<file path="config.mk">
export PLATFORM = sky130hd
export DESIGN_NAME = bus_arbiter_rr
export DESIGN_NICKNAME = d
export VERILOG_FILES = /design/src/rtl/bus_arbiter_rr.sv
export SDC_FILE = /design/constraint.sdc
export NUM_CORES = 1
export LEC_CHECK = 0
export CAP_MARGIN = 10
export CORE_MARGIN = 1.5
export CORE_UTILIZATION = 30
export DETAILED_ROUTE_END_ITERATION = 7
export PLACE_DENSITY = 0.51
export SLEW_MARGIN = 15
export SYNTH_ARGS = -nofsm -noshare
export SYNTH_HDL_FRONTEND = slang
export SYNTH_SLANG_ARGS = --single-unit
</file>
<file path="constraint.sdc">
create_clock -name clk_i -period 1.95 [get_ports clk_i]
set_input_delay 0.39 -clock clk_i [delete_from_list [all_inputs] [get_ports clk_i]]
set_output_delay 0.39 -clock clk_i [all_outputs]
set_load 0.02 [all_outputs]
</file>
<file path="src/rtl/bus_arbiter_rr.sv">
// Round-robin arbiter for a single multiplexed system bus.
//
// A master is granted for one bus transaction at a time. The grant is
// revoked when the transaction ends, on a bus error, when the owner drops
// its request before starting, or when the owner never starts within
// GRANT_TIMEOUT cycles. Every grant is followed by one RELEASE cycle and one
// IDLE arbitration cycle. Priority rotates, starting just after the last owner.
//
// Ports:
//   clk_i                  system clock, rising edge
//   rst_ni                 asynchronous active-low reset
//   request_i              per-master request level
//   bus_beginTransaction_i begin strobe seen on the shared bus
//   bus_endTransaction_i   end strobe seen on the shared bus
//   bus_error_i            error seen on the shared bus
//   grant_o                registered grant, one-hot or zero
//   owner_o                index of the granted master, 0 when no grant
//   active_o               high while the granted transaction is running
//   timeout_o              one-cycle pulse when a grant times out
module bus_arbiter_rr #(
  parameter int NUM_MASTERS   = 4,
  parameter int GRANT_TIMEOUT = 16,
  localparam int OWNER_W      = $clog2(NUM_MASTERS)
) (
  input  logic                   clk_i,
  input  logic                   rst_ni,
  input  logic [NUM_MASTERS-1:0] request_i,
  input  logic                   bus_beginTransaction_i,
  input  logic                   bus_endTransaction_i,
  input  logic                   bus_error_i,
  output logic [NUM_MASTERS-1:0] grant_o,
  output logic [OWNER_W-1:0]     owner_o,
  output logic                   active_o,
  output logic                   timeout_o
);

  // A zero timeout still needs a legal one-bit counter.
  localparam int CNT_W = (GRANT_TIMEOUT > 0) ? $clog2(GRANT_TIMEOUT + 1) : 1;

  typedef enum logic [1:0] {
    IDLE,
    GRANTED,
    ACTIVE,
    RELEASE
  } state_e;

  state_e                 state_q, state_d;
  logic [NUM_MASTERS-1:0] grant_q, grant_d;
  logic [OWNER_W-1:0]     owner_q, owner_d;
  logic                   active_q, active_d;
  logic                   timeout_q, timeout_d;
  logic [CNT_W-1:0]       waitCnt_q, waitCnt_d;
  logic [OWNER_W-1:0]     lastOwner_q, lastOwner_d;

  logic                   winnerFound;
  logic [OWNER_W-1:0]     winner;
  logic                   releaseNow;

  // Rotating search. It walks from the farthest candidate to the nearest one,
  // so the last hit is the first requester after lastOwner_q.
  always_comb begin
    winnerFound = 1'b0;
    winner      = '0;
    for (int k = NUM_MASTERS; k >= 1; k--) begin
      if (request_i[OWNER_W'((int'(lastOwner_q) + k) % NUM_MASTERS)]) begin
        winnerFound = 1'b1;
        winner      = OWNER_W'((int'(lastOwner_q) + k) % NUM_MASTERS);
      end
    end
  end

  // Next-state and registered-output logic for the grant FSM.
  always_comb begin
    state_d     = state_q;
    grant_d     = grant_q;
    owner_d     = owner_q;
    active_d    = active_q;
    timeout_d   = 1'b0;
    waitCnt_d   = waitCnt_q;
    lastOwner_d = lastOwner_q;
    releaseNow  = 1'b0;

    case (state_q)
      IDLE: begin
        if (winnerFound) begin
          state_d   = GRANTED;
          grant_d   = {{(NUM_MASTERS-1){1'b0}}, 1'b1} << winner;
          owner_d   = winner;
          waitCnt_d = '0;
        end
      end

      GRANTED: begin
        // Error and a withdrawn request win over begin. The timeout fires
        // only in the cycle that completes GRANT_TIMEOUT cycles with no begin.
        if (bus_error_i || !request_i[owner_q]) begin
          releaseNow = 1'b1;
        end else if (bus_beginTransaction_i && bus_endTransaction_i) begin
          releaseNow = 1'b1;
        end else if (bus_beginTransaction_i) begin
          state_d  = ACTIVE;
          active_d = 1'b1;
        end else if (GRANT_TIMEOUT > 0 &&
                     waitCnt_q == CNT_W'(GRANT_TIMEOUT - 1)) begin
          releaseNow = 1'b1;
          timeout_d  = 1'b1;
        end else if (waitCnt_q != {CNT_W{1'b1}}) begin
          waitCnt_d = waitCnt_q + 1'b1;
        end
      end

      ACTIVE: begin
        if (bus_endTransaction_i || bus_error_i) begin
          releaseNow = 1'b1;
        end
      end

      RELEASE: begin
        state_d = IDLE;
      end

      default: begin
        state_d = IDLE;
      end
    endcase

    // lastOwner is captured on entry to RELEASE because owner_o is already
    // zero during that cycle. It is first used by the IDLE cycle that follows.
    if (releaseNow) begin
      state_d     = RELEASE;
      grant_d     = '0;
      owner_d     = '0;
      active_d    = 1'b0;
      lastOwner_d = owner_q;
    end
  end

  // State and output registers. After reset, lastOwner points at the top
  // index so that master 0 wins the first arbitration.
  always_ff @(posedge clk_i or negedge rst_ni) begin
    if (!rst_ni) begin
      state_q     <= IDLE;
      grant_q     <= '0;
      owner_q     <= '0;
      active_q    <= 1'b0;
      timeout_q   <= 1'b0;
      waitCnt_q   <= '0;
      lastOwner_q <= OWNER_W'(NUM_MASTERS - 1);
    end else begin
      state_q     <= state_d;
      grant_q     <= grant_d;
      owner_q     <= owner_d;
      active_q    <= active_d;
      timeout_q   <= timeout_d;
      waitCnt_q   <= waitCnt_d;
      lastOwner_q <= lastOwner_d;
    end
  end

  assign grant_o   = grant_q;
  assign owner_o   = owner_q;
  assign active_o  = active_q;
  assign timeout_o = timeout_q;

endmodule

</file>
# Word level (Yosys, flattened, before mapping)
# Cells that the tools add are included.
dict set report word_totals {
  input_bits 9
  out_inout_bits 8
  wordCells 105
  regBits 17
}
dict set report classes {
  n_eq_ne 17
  add_sub_neg 5
  muxes 55
  reduce_logical 15
  magnitude_cmp 5
  n_shift 1
}
# cell count
set op_table {}
lappend op_table {{$mux W5} 6}
lappend op_table {{$mux W1} 26}
lappend op_table {{$mux W2} 12}
lappend op_table {{$lt A2 B4 Y1 const B} 4}
lappend op_table {{$ne A2 B2 Y1 const B} 8}
lappend op_table {{$mux W4} 3}
lappend op_table {{$ne A3 B3 Y1 const B} 4}
lappend op_table {{$bmux W1 S2} 5}
lappend op_table {{$pmux W5 S2} 1}
lappend op_table {{$reduce_bool A2 Y1} 5}
lappend op_table {{$reduce_and A7 Y1} 1}
lappend op_table {{$pmux W2 S3} 1}
lappend op_table {{$add A5 B1 Y5 const B} 1}
lappend op_table {{$eq A5 B4 Y1 const B} 1}
lappend op_table {{$ne A5 B5 Y1 const B} 1}
lappend op_table {{$reduce_and A5 Y1} 1}
lappend op_table {{$add A2 B1 Y2 const B} 2}
lappend op_table {{$add A2 B2 Y2 const B} 2}
lappend op_table {{$eq A2 B2 Y1 const B} 2}
lappend op_table {{$reduce_and A4 Y1} 1}
lappend op_table {{$reduce_bool A4 Y1} 1}
lappend op_table {{$shl A1 B2 Y4 const A} 1}
lappend op_table {{$lt A2 B3 Y1 const B} 1}
lappend op_table {{$eq A2 B1 Y1 const B} 1}
lappend op_table {{other kinds (6)} 7}

# Depth between registers and ports, before layout
# Gate-level depths: netlist (run 1).
dict set report logic_depth {
  word_depth 12
  mapped_depth 8
  ltp_nobuf 7
}

# Worst setup path after synthesis (run 1)
# Ideal clock, no wire load.
dict set report synth_timing {
  kind {reg2reg}
  startpoint {reg state_q[1]}
  endpoint {reg waitCnt_q[1]}
  setup_time_ns 0.124
  arrival_ns 1.726
  required_time_ns 1.826
  synth_period_minus_slack_ns 1.850
  n_path_buf 1
  stages_incl_launch_ff 9
  setup_slack_ns 0.100
  path_cell_list {dfrtp_1 -> inv_1 -> ha_1 -> buf_6 -> nor4b_4 -> a22oi_2 -> nor3_4 -> o21ai_2 -> a211o_1}
}
dict set report synth_via {
  elab_chain_len 3
  elab_cells_between_ends 11
  cone_classes {eq/ne (7); mux (1); reduce/logical (3)}
}
# item line_no
set synth_rtl {}
lappend synth_rtl {{from (decl)} 47} ;# state_e state_q, state_d;
lappend synth_rtl {{from (signal assigned)} 150} ;# state_q <= state_d;
lappend synth_rtl {{$eq A2 B1 Y1 / $logic_not A2 Y1 (equally long branches)} 83} ;# case (state_q)
lappend synth_rtl {{$ne A2 B2 Y1 (no line) / $reduce_bool A2 Y1 (equally long branches)} n/a}
lappend synth_rtl {{$reduce_and A7 Y1 (no line)} n/a}
lappend synth_rtl {{to (signal assigned)} 155} ;# waitCnt_q <= waitCnt_d;
lappend synth_rtl {{to (decl)} 52} ;# logic [CNT_W-1:0] waitCnt_q, waitCnt_d;
# Parallel ways exist; a longest one is shown, timed or not.
# A chain may end at the register's enable or synchronous reset.

# Final worst setup path (run 1)
dict set report layout_timing {
  startpoint {reg state_q[0]}
  endpoint {reg waitCnt_q[4]}
}
# Same word-level chain as after synthesis.

==> flow_metrics.tcl, run 1 <==
set metrics [dict create \
    placed_cell_area_sq_um 1471 \
    h-tree-depth 1 \
    grt_use_total 0.1301 \
    synth_mux_area_frac 0.07771 \
    dieHeight_microns 63.41 \
    vias 959 \
    num_io_pins 17 \
    cp_num_buf_inv 1 \
    synth_seq_area_share 0.3909 \
    path_clk_slew_ns 0.11 \
    multi_input_area_sq_um 675.6 \
    synth_top_family_by_area "simple AND/OR/NAND/NOR gates" \
    crit_family "simple AND/OR/NAND/NOR gates" \
    yosys_warnings 0 \
    cts_hold_buf 0 \
    vdd_ir_drop_max_mv 0.4969 \
    grt_antenna_before_repair 0 \
    cts_root_buf "clkbuf_4" \
    via_per_inst 4.795 \
    fmax_mhz 533.3 \
    synth_xor_area_frac 0 \
    synthSimpleGateAreaFrac 0.2194 \
    n_fill_cell 325 \
    place_hpwl_mm 1.968 \
    yosys.area_share.adder 0.08000 \
    slew_viol_final 0 \
    grt_overflow 0 \
    max_stage_delay_ns 0.46 \
    ys_ff_latch 17 \
    tns_ns 0 \
    cts_buffers 3 \
    drt-pass1-iter-count 2 \
    num_rows 21 \
    wl_per_cell_microns 12.98 \
    finalHoldViolations 0 \
    area_growth_pct 43.66 \
    synth_cells 111 \
    synth.top_cells.by_area "dfrtp_1 (34%), ha_1 (8.0%), dfstp_2 (4.8%)" \
    stdcell_area_sq_um 1573 \
    layout_setup_ws_ns 0.07494 \
    syn_area_per_cell_sq_um 9.863 \
    antenna_cells 0 \
    synth_cell_type_count 36 \
    leakage_uw 0.0007130 \
    clockBufferDepth 2 \
    cp-startpoint "state_q[0]" \
    grt_pass1_vias 889 \
    hp-class "in2async" \
    endpoint_kind "register" \
    synth.most_common_cell "dfrtp_1" \
    seqCellArea_sq_um 427.9 \
    grt_max_degree 18 \
    grt_pass1_wl_mm 4.071 \
    relSlewSlack 0.7528 \
    path_max_fanout 7 \
    core_sq_um 3416 \
    die_width_microns 63.41 \
    finalSetupViolations 0 \
    fin_crit_sh 0.9616 \
    dieArea_sq_um 4021 \
    path_class "reg2reg" \
    async_flop_share 1.000 \
    cp_cell_sequence "ha_4 > nor4b_4 > a22oi_2 > nor3_4 > buf_4 > mux2i_1 > a22o_1" \
    min_period_ns 1.875 \
    nets 171 \
    synth_compound_area_frac 0.1977 \
    ys.flop_type "dfrtp_1" \
    place_ws_ns -0.2520 \
    worstPathArrival_ns 2.12 \
    r2r_start "state_q[0]" \
    synth_area_sq_um 1095 \
    routed_wl_mm 2.595 \
    cts_tree "yes" \
    critPathLaunchType "register" \
    insertion_delay_ns 0.30 \
    cts.sinks 17 \
    synth_area_leader_cell "dfrtp_1" \
    rsz0062_at_grt "true" \
    tightest_slew_ns 0.3707 \
    antenna_left 0 \
    start_util 0.3205 \
    drv_cap 0 \
    synth_commonest_cells "dfrtp_1 (15), nor2_1 (11), nand2_1 (8)" \
    syn-num-nets 127 \
    post-route-drc-count 0 \
    gp_congestion 0.8488 \
    status "completed" \
    crit_slowest_cell "dfrtp_1" \
    power_density_nw_per_um2 1374 \
    netlist.area_leader.share 0.3429 \
    holdWs_ns 0.4159 \
    portBuffers 16 \
    synth_enable_flop_cells 0 \
    drt_first_iter_violations 9 \
    drive_above_1_share 0.3117 \
    finClkSkew_ns 0.006321 \
    worstPathRequired_ns 2.19 \
]
-- layout make-up --
type                            count  share of cell area
Tap cell                           46             0.03660
Inverter                            7             0.01671
Clock buffer                        3             0.01432
Multi-Input combinational cell     86              0.4296
Clock inverter                      1            0.003182
Timing Repair Buffer               40              0.2275
Sequential cell                    17              0.2721
-- metal layers --
metal	GRT usage	share of wire	up-vias
met4	0.06522	0.018	0
met2	0.2276	0.49	14
met5	0	0	-
met3	0.02321	0.023	4
met1	0.1513	0.47	453
li1	-	-	488
-- placed cells by master, fill, tap and decap left out, drive strengths merged, types with 4 or more instances in the layout --
cell,count
nand2,8
nand2b,5
nor2,11
a22oi,4
inv,7
ha,7
mux2,4
clkdlybuf4s50,14
mux2i,4
a21oi,7
dfrtp,15
o21ai,7
buf,24
-- registers in the layout, summed over array words and instances, names as in the netlist --
| register | flops |
|---|---|
| state_q | 2 |
| timeout_o | 1 |
| waitCnt_q | 5 |
| grant_o | 4 |
| lastOwner_q | 2 |
| active_o | 1 |
| owner_o | 2 |
-- power breakdown --
part           switching [uW]  internal [uW]  leakage, uW  total, uW
clock network             120           76.4    0.0000177        196
logic                     609            701     0.000481       1310
registers                 140            515     0.000214        655
total                     869           1290     0.000713       2160
-- final timing paths --
path,end,slack [ns],depth (start not counted)
min in group clk_i,active_o,0.52,2
max in group asynchronous,lastOwner_q[1],1.28,2
worst min register to register,active_o,0.52,2
worst max register to register,waitCnt_q[4],0.07,7
worst max-delay path,waitCnt_q[4],0.07,7
worst min-delay path,timeout_o,0.42,2
-- what timing repair did --
action | in CTS | in global routing
gates resized for setup | 1 | 11
cloned | 0 | 0
pin swaps | 1 | 6
setup buffers | 0 | 3
endpoints found under the setup margin | 4 | 9
-- per-stage QoR --
stage               total power, uW    util  std cells
floorplan                      1357       -        111
global placement               1861  0.4308        193
detailed placement             1881  0.4308        193
CTS                            2085  0.4396        197
global route                   2336  0.4604        200
finish                         2162  0.4604        200
-- logic make-up (layout without fill, tap and decap cells) --
| kind of cell | after synthesis | count (layout) |
|---|---|---|
| and+or+nand+nor | 39 | 39 |
| adders and majority gates | 7 | 7 |
| AOI/OAI and AO/OA | 32 | 32 |
| DFF | 17 | 17 |
| muxes | 8 | 8 |
| buffers and inverters | 8 | 51 |
Power figures use the tool's default switching activity.
==> run 2: changes to the inputs <==
- SLEW_MARGIN: 15 -> 30
==> results of run 2 <==
No change in the layout: final DEF, timing and power equal those of run 1.
==> run 3: changes to the inputs <==
- PLACE_DENSITY: 0.51 -> 0.5
- SLEW_MARGIN: 30 -> not set
- clock period: 1.95 -> 2.4 ns (I/O delays scaled with it)
==> flow_metrics.tcl, run 3 (synthesis results as in run 1) <==
set metrics [dict create \
    power_density_nw_per_um2 1109 \
    crit_slowest_cell "clkdlybuf4s50_1" \
    status "completed" \
    pwr-share-clk 0.099 \
    slew_viol_final 0 \
    path_class "in2reg" \
    leakage_uw 0.0005983 \
    path_clk_slew_ns 0.10 \
    worstReg2RegEnd "waitCnt_q[1]" \
    grt_overflow 0 \
    worstPathRequired_ns 2.57 \
    placed_cell_area_sq_um 1331 \
    grt_antenna_before_repair 0 \
    final_cell_mix "clkdlybuf4s50_1 (16), dfrtp_1 (15), nor2_1 (11)" \
    final_cells 180 \
    endpoint_kind "register" \
    cts_root_buf "clkbuf_4" \
    nets 151 \
    post-route-drc-count 0 \
    mostFrequentLayoutCell "clkdlybuf4s50_1" \
    p_sw_frac 0.4196 \
    stdcell_area_sq_um 1359 \
    wl_per_cell_microns 12.79 \
    rsz0062_at_grt "false" \
    postCtsSetupRepairBufs 0 \
    clockBufferDepth 2 \
    post_cts_resized 0 \
    finClkSkew_ns 0.009342 \
    grt_pass1_vias 848 \
    vdd_ir_drop_max_mv 0.2742 \
    finalSetupViolations 0 \
    die_width_microns 63.41 \
    insertion_delay_ns 0.29 \
    r2r_start "waitCnt_q[0]" \
    cp_num_buf_inv 1 \
    cts.sinks 17 \
    grt_max_degree 18 \
    worstPathArrival_ns 2.21 \
    grt_pass1_wl_mm 3.912 \
    dieHeight_microns 63.41 \
    crit_family "compound AO/OA/AOI/OAI gates" \
    drt_first_iter_violations 22 \
    n_fill_cell 352 \
    fin_crit_sh 0.8498 \
    regMostFlops "waitCnt_q" \
    power.switching_uw 632.2 \
    core_sq_um 3416 \
    dieArea_sq_um 4021 \
    portBuffers 16 \
    cp_cell_sequence "clkdlybuf4s50_1 > nor4b_4 > a22oi_2 > nor3_4 > o21ai_2 > a211o_1" \
    antenna_cells 0 \
    tightest_slew_ns 0.4004 \
    cts_tree "yes" \
    num_rows 21 \
    hp-class "in2async" \
    seqPwrFrac 0.361 \
    num_io_pins 17 \
    power.internal_uw 874.5 \
    placed_cells_incl_taps 176 \
    cts_buffers 3 \
    seqCellArea_sq_um 427.9 \
    via_per_inst 4.811 \
    relSlewSlack 0.7330 \
    place_hpwl_mm 1.820 \
    fmax_mhz 490.3 \
    drive_above_1_share 0.1567 \
    area_growth_pct 24.11 \
    vias 866 \
    path_max_fanout 7 \
    start_util 0.3205 \
    max_stage_delay_ns 0.51 \
    combPwrFrac 0.540 \
    multi_input_area_sq_um 629.4 \
    cts_hold_buf 0 \
    routed_wl_mm 2.303 \
    largest_reg_flops 5 \
    grt_use_total 0.1237 \
    min_period_ns 2.040 \
    r2r_setup_slack_ns 0.38 \
    gp_congestion 0.7541 \
    tns_ns 0 \
    drv_cap 0 \
    critPathLaunchType "primary input" \
    finalHoldViolations 0 \
    drt-pass1-iter-count 4 \
    rr_worst_depth 6 \
    h-tree-depth 1 \
    antenna_left 0 \
]
run 3: metrics by stage:
step | hold WS [ns] | total power [uW] | utilization | setup WS, ns
floorplan | 0.1844 | 1102 | - | 0.5504
detailed placement | 0.5174 | 1368 | 0.3897 | 0.05866
global route | 0.5039 | 1648 | 0.3978 | 0.2111
CTS | 0.5045 | 1526 | 0.3978 | 0.3494
global placement | 0.5059 | 1361 | 0.3897 | 0.1457
finish | 0.5011 | 1507 | 0.3978 | 0.3604
run 3: per-layer routing:
metal | vias to the layer above | GRT usage | part of all wire
met5 | - | 0 | 0
met3 | 2 | 0.03214 | 0.031
met2 | 11 | 0.1868 | 0.44
li1 | 445 | - | -
met4 | 0 | 0.04076 | 0.0078
met1 | 408 | 0.1715 | 0.52
run 3: worst max path at each step:
stage | from | endpoint | slack [ns] | cells after the start
global route | waitCnt_q[0] | lastOwner_q[0] | 0.21 | 7
finish | bus_error_i | waitCnt_q[1] | 0.36 | 6
floorplan | state_q[1] | waitCnt_q[1] | 0.55 | 8
detailed placement | bus_error_i | waitCnt_q[1] | 0.06 | 6
global placement | bus_error_i | waitCnt_q[2] | 0.15 | 6
CTS | waitCnt_q[0] | lastOwner_q[0] | 0.35 | 7
run 3: final cells by class:
type                            count  area share
Clock buffer                        3     0.01657
Tap cell                           46     0.04236
Multi-Input combinational cell     86      0.4632
Clock inverter                      1    0.003683
Timing Repair Buffer               20      0.1400
Sequential cell                    17      0.3149
Inverter                            7     0.01934
run 3: power groups by stage:
stage	clock [uW]	sequential (uW)	combinational, uW
final	149	544	813
after global placement	0	545	816
after global routing	173	566	910
after floorplan	0	576	527
after detailed placement	0	551	817
after CTS	157	545	824
run 3: worst reg2reg max path: stages, from the launching register on:
cell and delay (ns):
dfrtp_1 0.43, ha_1 0.24, and3_1 0.21, ha_1 0.22, nor3_4 0.35, o21ai_2 0.15, a211o_1 0.32
